[src/rtl/fetch_replay_ctrl.sv]
`default_nettype none
// +--------------------------------------------------------------------------+
// | fetch_replay_ctrl: fetch-stage PC owner, stall replay and redirect/drop  |
// | Revision: 1.0                                                            |
// +--------------------------------------------------------------------------+
module fetch_replay_ctrl #(
  parameter logic [15:0] RESET_PC = 16'h0000,
  parameter logic [15:0] NOP      = 16'h0800
) (
  input  logic        clk,
  input  logic        rst_n,
  output logic        imem_req,
  output logic [15:0] imem_addr,
  input  logic [15:0] imem_rdata,
  input  logic        imem_valid,
  input  logic        stall,
  input  logic        redirect,
  input  logic [15:0] redirect_pc,
  input  logic        halt,
  output logic [15:0] fetch_inst,
  output logic        fetch_valid,
  output logic [15:0] fetch_pc_inc,
  output logic        halted,
  output logic [15:0] stall_cnt
);

  typedef enum logic [1:0] {
    S_FETCH   = 2'd0,
    S_PRESENT = 2'd1,
    S_DROP    = 2'd2,
    S_HALTED  = 2'd3
  } state_t;

  state_t      state_q, state_d;
  logic [15:0] pc_q, pc_d;
  logic [15:0] inst_q, inst_d;
  logic [15:0] stall_cnt_q, stall_cnt_d;

  always_comb begin
    state_d     = state_q;
    pc_d        = pc_q;
    inst_d      = inst_q;
    stall_cnt_d = stall_cnt_q;
    case (state_q)
      S_FETCH: begin
        if (halt) begin
          state_d = S_HALTED;
        end else if (redirect) begin
          pc_d    = redirect_pc;
          inst_d  = NOP;
          // An unanswered request must be drained before refetching.
          state_d = imem_valid ? S_FETCH : S_DROP;
        end else if (imem_valid) begin
          inst_d  = imem_rdata;
          state_d = S_PRESENT;
        end
      end
      S_PRESENT: begin
        if (halt) begin
          state_d = S_HALTED;
        end else if (redirect) begin
          pc_d    = redirect_pc;
          inst_d  = NOP;
          state_d = S_FETCH;
        end else if (stall) begin
          if (stall_cnt_q != 16'hFFFF) begin
            stall_cnt_d = stall_cnt_q + 16'd1;
          end
        end else begin
          pc_d    = pc_q + 16'd2;
          state_d = S_FETCH;
        end
      end
      S_DROP: begin
        if (halt) begin
          state_d = S_HALTED;
        end else begin
          if (redirect) begin
            pc_d = redirect_pc;
          end
          // The stale response retires the old request; a redirect in the
          // same cycle has no further response to wait for.
          if (imem_valid) begin
            state_d = S_FETCH;
          end
        end
      end
      S_HALTED: begin
        state_d = S_HALTED;
      end
      default: begin
        state_d = S_FETCH;
      end
    endcase
  end

  always_ff @(posedge clk or negedge rst_n) begin
    if (!rst_n) begin
      state_q     <= S_FETCH;
      pc_q        <= RESET_PC;
      inst_q      <= NOP;
      stall_cnt_q <= 16'd0;
    end else begin
      state_q     <= state_d;
      pc_q        <= pc_d;
      inst_q      <= inst_d;
      stall_cnt_q <= stall_cnt_d;
    end
  end

  assign imem_req     = rst_n && (state_q == S_FETCH);
  assign imem_addr    = pc_q;
  assign fetch_inst   = (state_q == S_PRESENT) ? inst_q : NOP;
  assign fetch_valid  = (state_q == S_PRESENT) && !redirect;
  assign fetch_pc_inc = pc_q + 16'd2;
  assign halted       = (state_q == S_HALTED);
  assign stall_cnt    = stall_cnt_q;

endmodule
`default_nettype wire

[config.mk]
export PLATFORM = sky130hd
export DESIGN_NAME = fetch_replay_ctrl
export DESIGN_NICKNAME = d
export VERILOG_FILES = /design/src/rtl/fetch_replay_ctrl.sv
export SDC_FILE = /design/constraint.sdc
export NUM_CORES = 1
export LEC_CHECK = 0
export CAP_MARGIN = 20
export CORE_MARGIN = 2
export CORE_UTILIZATION = 49
export DETAILED_ROUTE_END_ITERATION = 6
export PLACE_DENSITY = 0.93
export REMOVE_ABC_BUFFERS = 1
export SLEW_MARGIN = 30
export SYNTH_ARGS = -nofsm -noshare
export SYNTH_HDL_FRONTEND = slang
export SYNTH_SLANG_ARGS = --single-unit
[constraint.sdc]
create_clock -name clk -period 3.7 [get_ports clk]
set_input_delay 0.555 -clock clk [delete_from_list [all_inputs] [get_ports clk]]
set_output_delay 0.555 -clock clk [all_outputs]
set_load 0.02 [all_outputs]
==> results.md <==
Logic synthesis:
- The number of different library cells used by synthesis comes to 51.
- Sorting the synthesized cells by area gives the leading types as sky130_fd_sc_hd__dfrtp_1 41%, sky130_fd_sc_hd__nand2_1 7.1%, sky130_fd_sc_hd__o21ai_0 3.5%, sky130_fd_sc_hd__xor2_1 3.5%, sky130_fd_sc_hd__mux2_2 3.4%.
- For this run, the number of Yosys warnings is 0.
- The post-synthesis instance total is 332.
- The synthesized design spends more area on one cell type than any other, namely sky130_fd_sc_hd__dfrtp_1.
- Measured against the total synthesized area, the mux share comes to 4.85%.
- The sequential cell area fraction in the yosys report is 41.5%.
- Ranked by instance count, the synthesized netlist is headed by 57 x sky130_fd_sc_hd__nand2_1, 49 x sky130_fd_sc_hd__dfrtp_1, 21 x sky130_fd_sc_hd__o21ai_0.
- Of the post-synthesis cell area, the dominant cell type holds 40.6%.
- In the synthesized netlist the dominant register cell turns out to be sky130_fd_sc_hd__dfrtp_1.
- Dividing the synthesized area by the synthesized cell count gives 9.10 sq um.
- The most used standard cell by instance count after synthesis is sky130_fd_sc_hd__nand2_1.
- The synthesized design contains 50 register bits.
- In the synthesized netlist the async set-or-reset flop fraction comes to 100%.
- The xor-xnor portion of the synthesized cell area is 6.67%.
- The synthesized netlist devotes 15.5% of its cell area to compound gates.
- Summing the areas of all fa, ha and maj instances in the mapped netlist gives 2.90% of the synthesized area.
- Counting flops with a built-in enable in the synthesized netlist gives 0.
- After synthesis, the largest family of logic cells by area is simple AND/OR/NAND/NOR gates.
- The cell area after synthesis is 0.00302 sq mm.
- The synthesized netlist devotes 25.1% of its cell area to simple gates.

Routing:
- The post-detailed-route count of antenna-violating nets is 0.
- For this run, the detailed router's first-pass iteration total came to 4.
- The via count is 2823.
- The final routed DRC violation total is 0.
- For this block, the routed nets add up to 7.46 mm of wire.
- After detailed routing, the average wire length per cell comes to 14.7 microns.
- The post-detailed-route via-to-cell ratio is 5.58.
- The number of DRC markers in iteration 0 is 98.

Floorplan:
- The die area is 0.00681 sq mm.
- From left edge to right edge, the die measures 82.5 microns.
- In this run the vertical extent of the chip is 82.5 microns.
- In this run the standard cell core region covers 0.00596 sq mm.
- The starting density of the core is 50.7%.
- The count of pins on the block boundary is 105.
- Row generation in the floorplan step produced 28 rows.

Global route:
- The global-route usage over all layers is 22.3%.
- The via count of the first global-routing pass is 2700.
- Entering global routing, the biggest net connects 51 pins.
- The number of antenna violations at the first check in global routing was 0.
- The first global-routing pass estimated 11.9 mm of wire.
- Global routing finished with a remaining overflow of 0.

Timing:
- The final hold violation count is 0.
- After layout, the worst path uses 90.7% of the clock period.
- The setup TNS is 0 ns.
- Measured against its own limit, the worst slew margin works out to 41.6%.
- The upper clock frequency limit is 298 MHz.
- At the pin with the least slew margin, the transition time is 0.875 ns.
- The count of final max-slew check failures came to 0.
- Counting I/O delays and the setup requirement, the final critical path takes 3.36 ns.
- Setup repair after global routing left no endpoint under its margin.
- The final count of negative-setup-slack endpoints is 0.
- The maximum clock skew at final layout is 0.00639 ns.

Job:
- Across the run, the number of max-cap violations was 0.

Placement:
- Summing all placed instances gives a cell area of 0.00412 sq mm.
- Detailed placement finished with a half-perimeter wire length of 5.58 mm.
- Port buffering added 104 buffers.
- The routability congestion estimate from global placement is 0.893.

Final layout:
- Relative to the synthesized area, the layout overhead comes to 39.6%.
- The number of nets in the final layout is 475.
- The number of diodes added for antenna fixing is 0.
- The number of fill cells in the layout is 452.
- The final design instance area without fill is 0.00422 sq mm.
- The share of post-route cells with drive strength above 1 is 8.12%.

Clocking:
- The clock net in this run drives a total of 50 sinks.
- The number of clock buffers inserted by TritonCTS is 5.
- After clock tree synthesis, the clock-pin slew on the worst setup and hold paths is 0.09 ns.
- TritonCTS built the clock tree.
- The number of gates resized after CTS was 0.
- The clock passes through at most 2 buffers.
- Clock latency on the worst-skew pair, taken at its later pin, is 0.29 ns.
- The clock tree synthesis step divided the H-tree into 2 levels.
- Once the clock tree was built, the setup fixing pass inserted 0 buffers.
- CTS placed an instance of sky130_fd_sc_hd__clkbuf_8 at the clock tree root.
- Buffers inserted to repair hold after CTS numbered 0.

Worst setup path:
- The critical-path cell with the highest stage delay is sky130_fd_sc_hd__clkdlybuf4s50_1.
- The kind of critical path is flop to output port.
- Data on the critical path is required at its endpoint by 3.14 ns.
- Data on the critical path arrives at its endpoint at 2.80 ns.
- The biggest fanout along the worst timing path is 7.
- Traced cell by cell, the critical path runs through ha_1 -> nand4_1 -> nor3_1 -> nand3_1 -> xnor2_1 -> clkdlybuf4s50_1.
- The largest single stage delay on the critical path is 0.61 ns.
- The worst setup path is launched from a flop.
- STA classifies the critical path endpoint as an output port.

Min path:
- The path type of the worst min-delay path is primary input to async pin.

Power and ir drop:
- The power density over cell area is 739 mW/mm^2.
- Summed over all cells, the static leakage comes to 0.00176 uW.
- Across the VDD grid, the largest voltage drop is 0.450 mV.

Outcome:
- The run finished with clean final reports.
==> placed cells by master (no fill, tap or decap), drive strengths merged, types with 5 or more instances in the layout <==
cell type and instances:
clkdlybuf4s50 103, nand2 57, dfrtp 49, o21ai 22, nor2 18, and2 16, nand3 12, xor2 12
xnor2 11, nand4 10, mux2 10, inv 9, a21oi 7, ha 7, o31ai 6, clkbuf 6
nor3 6, nor2b 5, o2111ai 5, a22oi 5, buf 5
==> cell families after synthesis <==
family                   Yosys count
adder cells (fa/ha/maj)            7
buffers and inverters             26
multiplexers                      13
XOR/XNOR                          23
AO/OA/AOI/OAI                     68
AND/OR/NAND/NOR                  145
flip-flops                        50
==> final cells by class <==
class,count,area (sq um),share of cell area (%)
Clock buffer,6,82.6,1.96
Clock inverter,2,12.5,0.297
Inverter,9,33.8,0.801
Multi-Input combinational cell,256,1670,39.7
Sequential cell,50,1250,29.7
Tap cell,75,93.8,2.23
Timing Repair Buffer,108,1070,25.3
==> where the power goes <==
part           internal [uW]  total, uW  leakage, uW  switching, uW
clock network            151        332    0.0000472            181
logic                    850       1810      0.00108            962
registers                749        970     0.000639            222
total                   1750       3110      0.00176           1360
==> worst max-delay path: cells and delay by family (launching register included) <==
kind	cells	cell delay, ns
AND/OR/NAND/NOR	3	1.03
adder cells (fa/ha/maj)	1	0.24
XOR/XNOR	1	0.16
buffers and inverters	1	0.61
flip-flops	1	0.47
==> state kept, by name, summed over array words and instances, names as in the netlist <==
name and count:
inst_q 16, state_q 2, stall_cnt 16, imem_addr 16
==> through the flow <==
| step | std cells | total power (uW) | hold slack, ns | setup WS [ns] | utilization (%) |
|---|---|---|---|---|---|
| after floorplan | 315 | 2010 | 0.259 | 1.09 | - |
| after global placement | 498 | 2740 | 0.453 | 0.789 | 69.1 |
| after detailed placement | 498 | 2790 | 0.464 | 0.693 | 69.1 |
| after CTS | 506 | 3130 | 0.404 | 0.350 | 70.7 |
| after global routing | 506 | 3350 | 0.426 | 0.147 | 70.8 |
| final | 506 | 3110 | 0.367 | 0.344 | 70.8 |
==> metal layers <==
layer	up-vias	track usage, %	wire (microns)
li1	1382	-	-
met1	1332	27.1	3140
met2	104	39.9	3690
met3	5	4.78	588
met4	0	5.74	37
met5	-	0	0
==> final timing paths <==
kind | endpoint | startpoint | cells after the start | slack [ns]
min in group clk | inst_q[2] | inst_q[2] | 2 | 0.48
worst min register to register | inst_q[2] | inst_q[2] | 2 | 0.48
worst min-delay path | imem_addr[12] | rst_n | 2 | 0.37
worst max-delay path | fetch_pc_inc[13] | imem_addr[1] | 6 | 0.34
max in group asynchronous | stall_cnt[8] | rst_n | 2 | 2.91
worst max register to register | imem_addr[2] | state_q[1] | 5 | 1.06
Power figures use the tool's default switching activity.
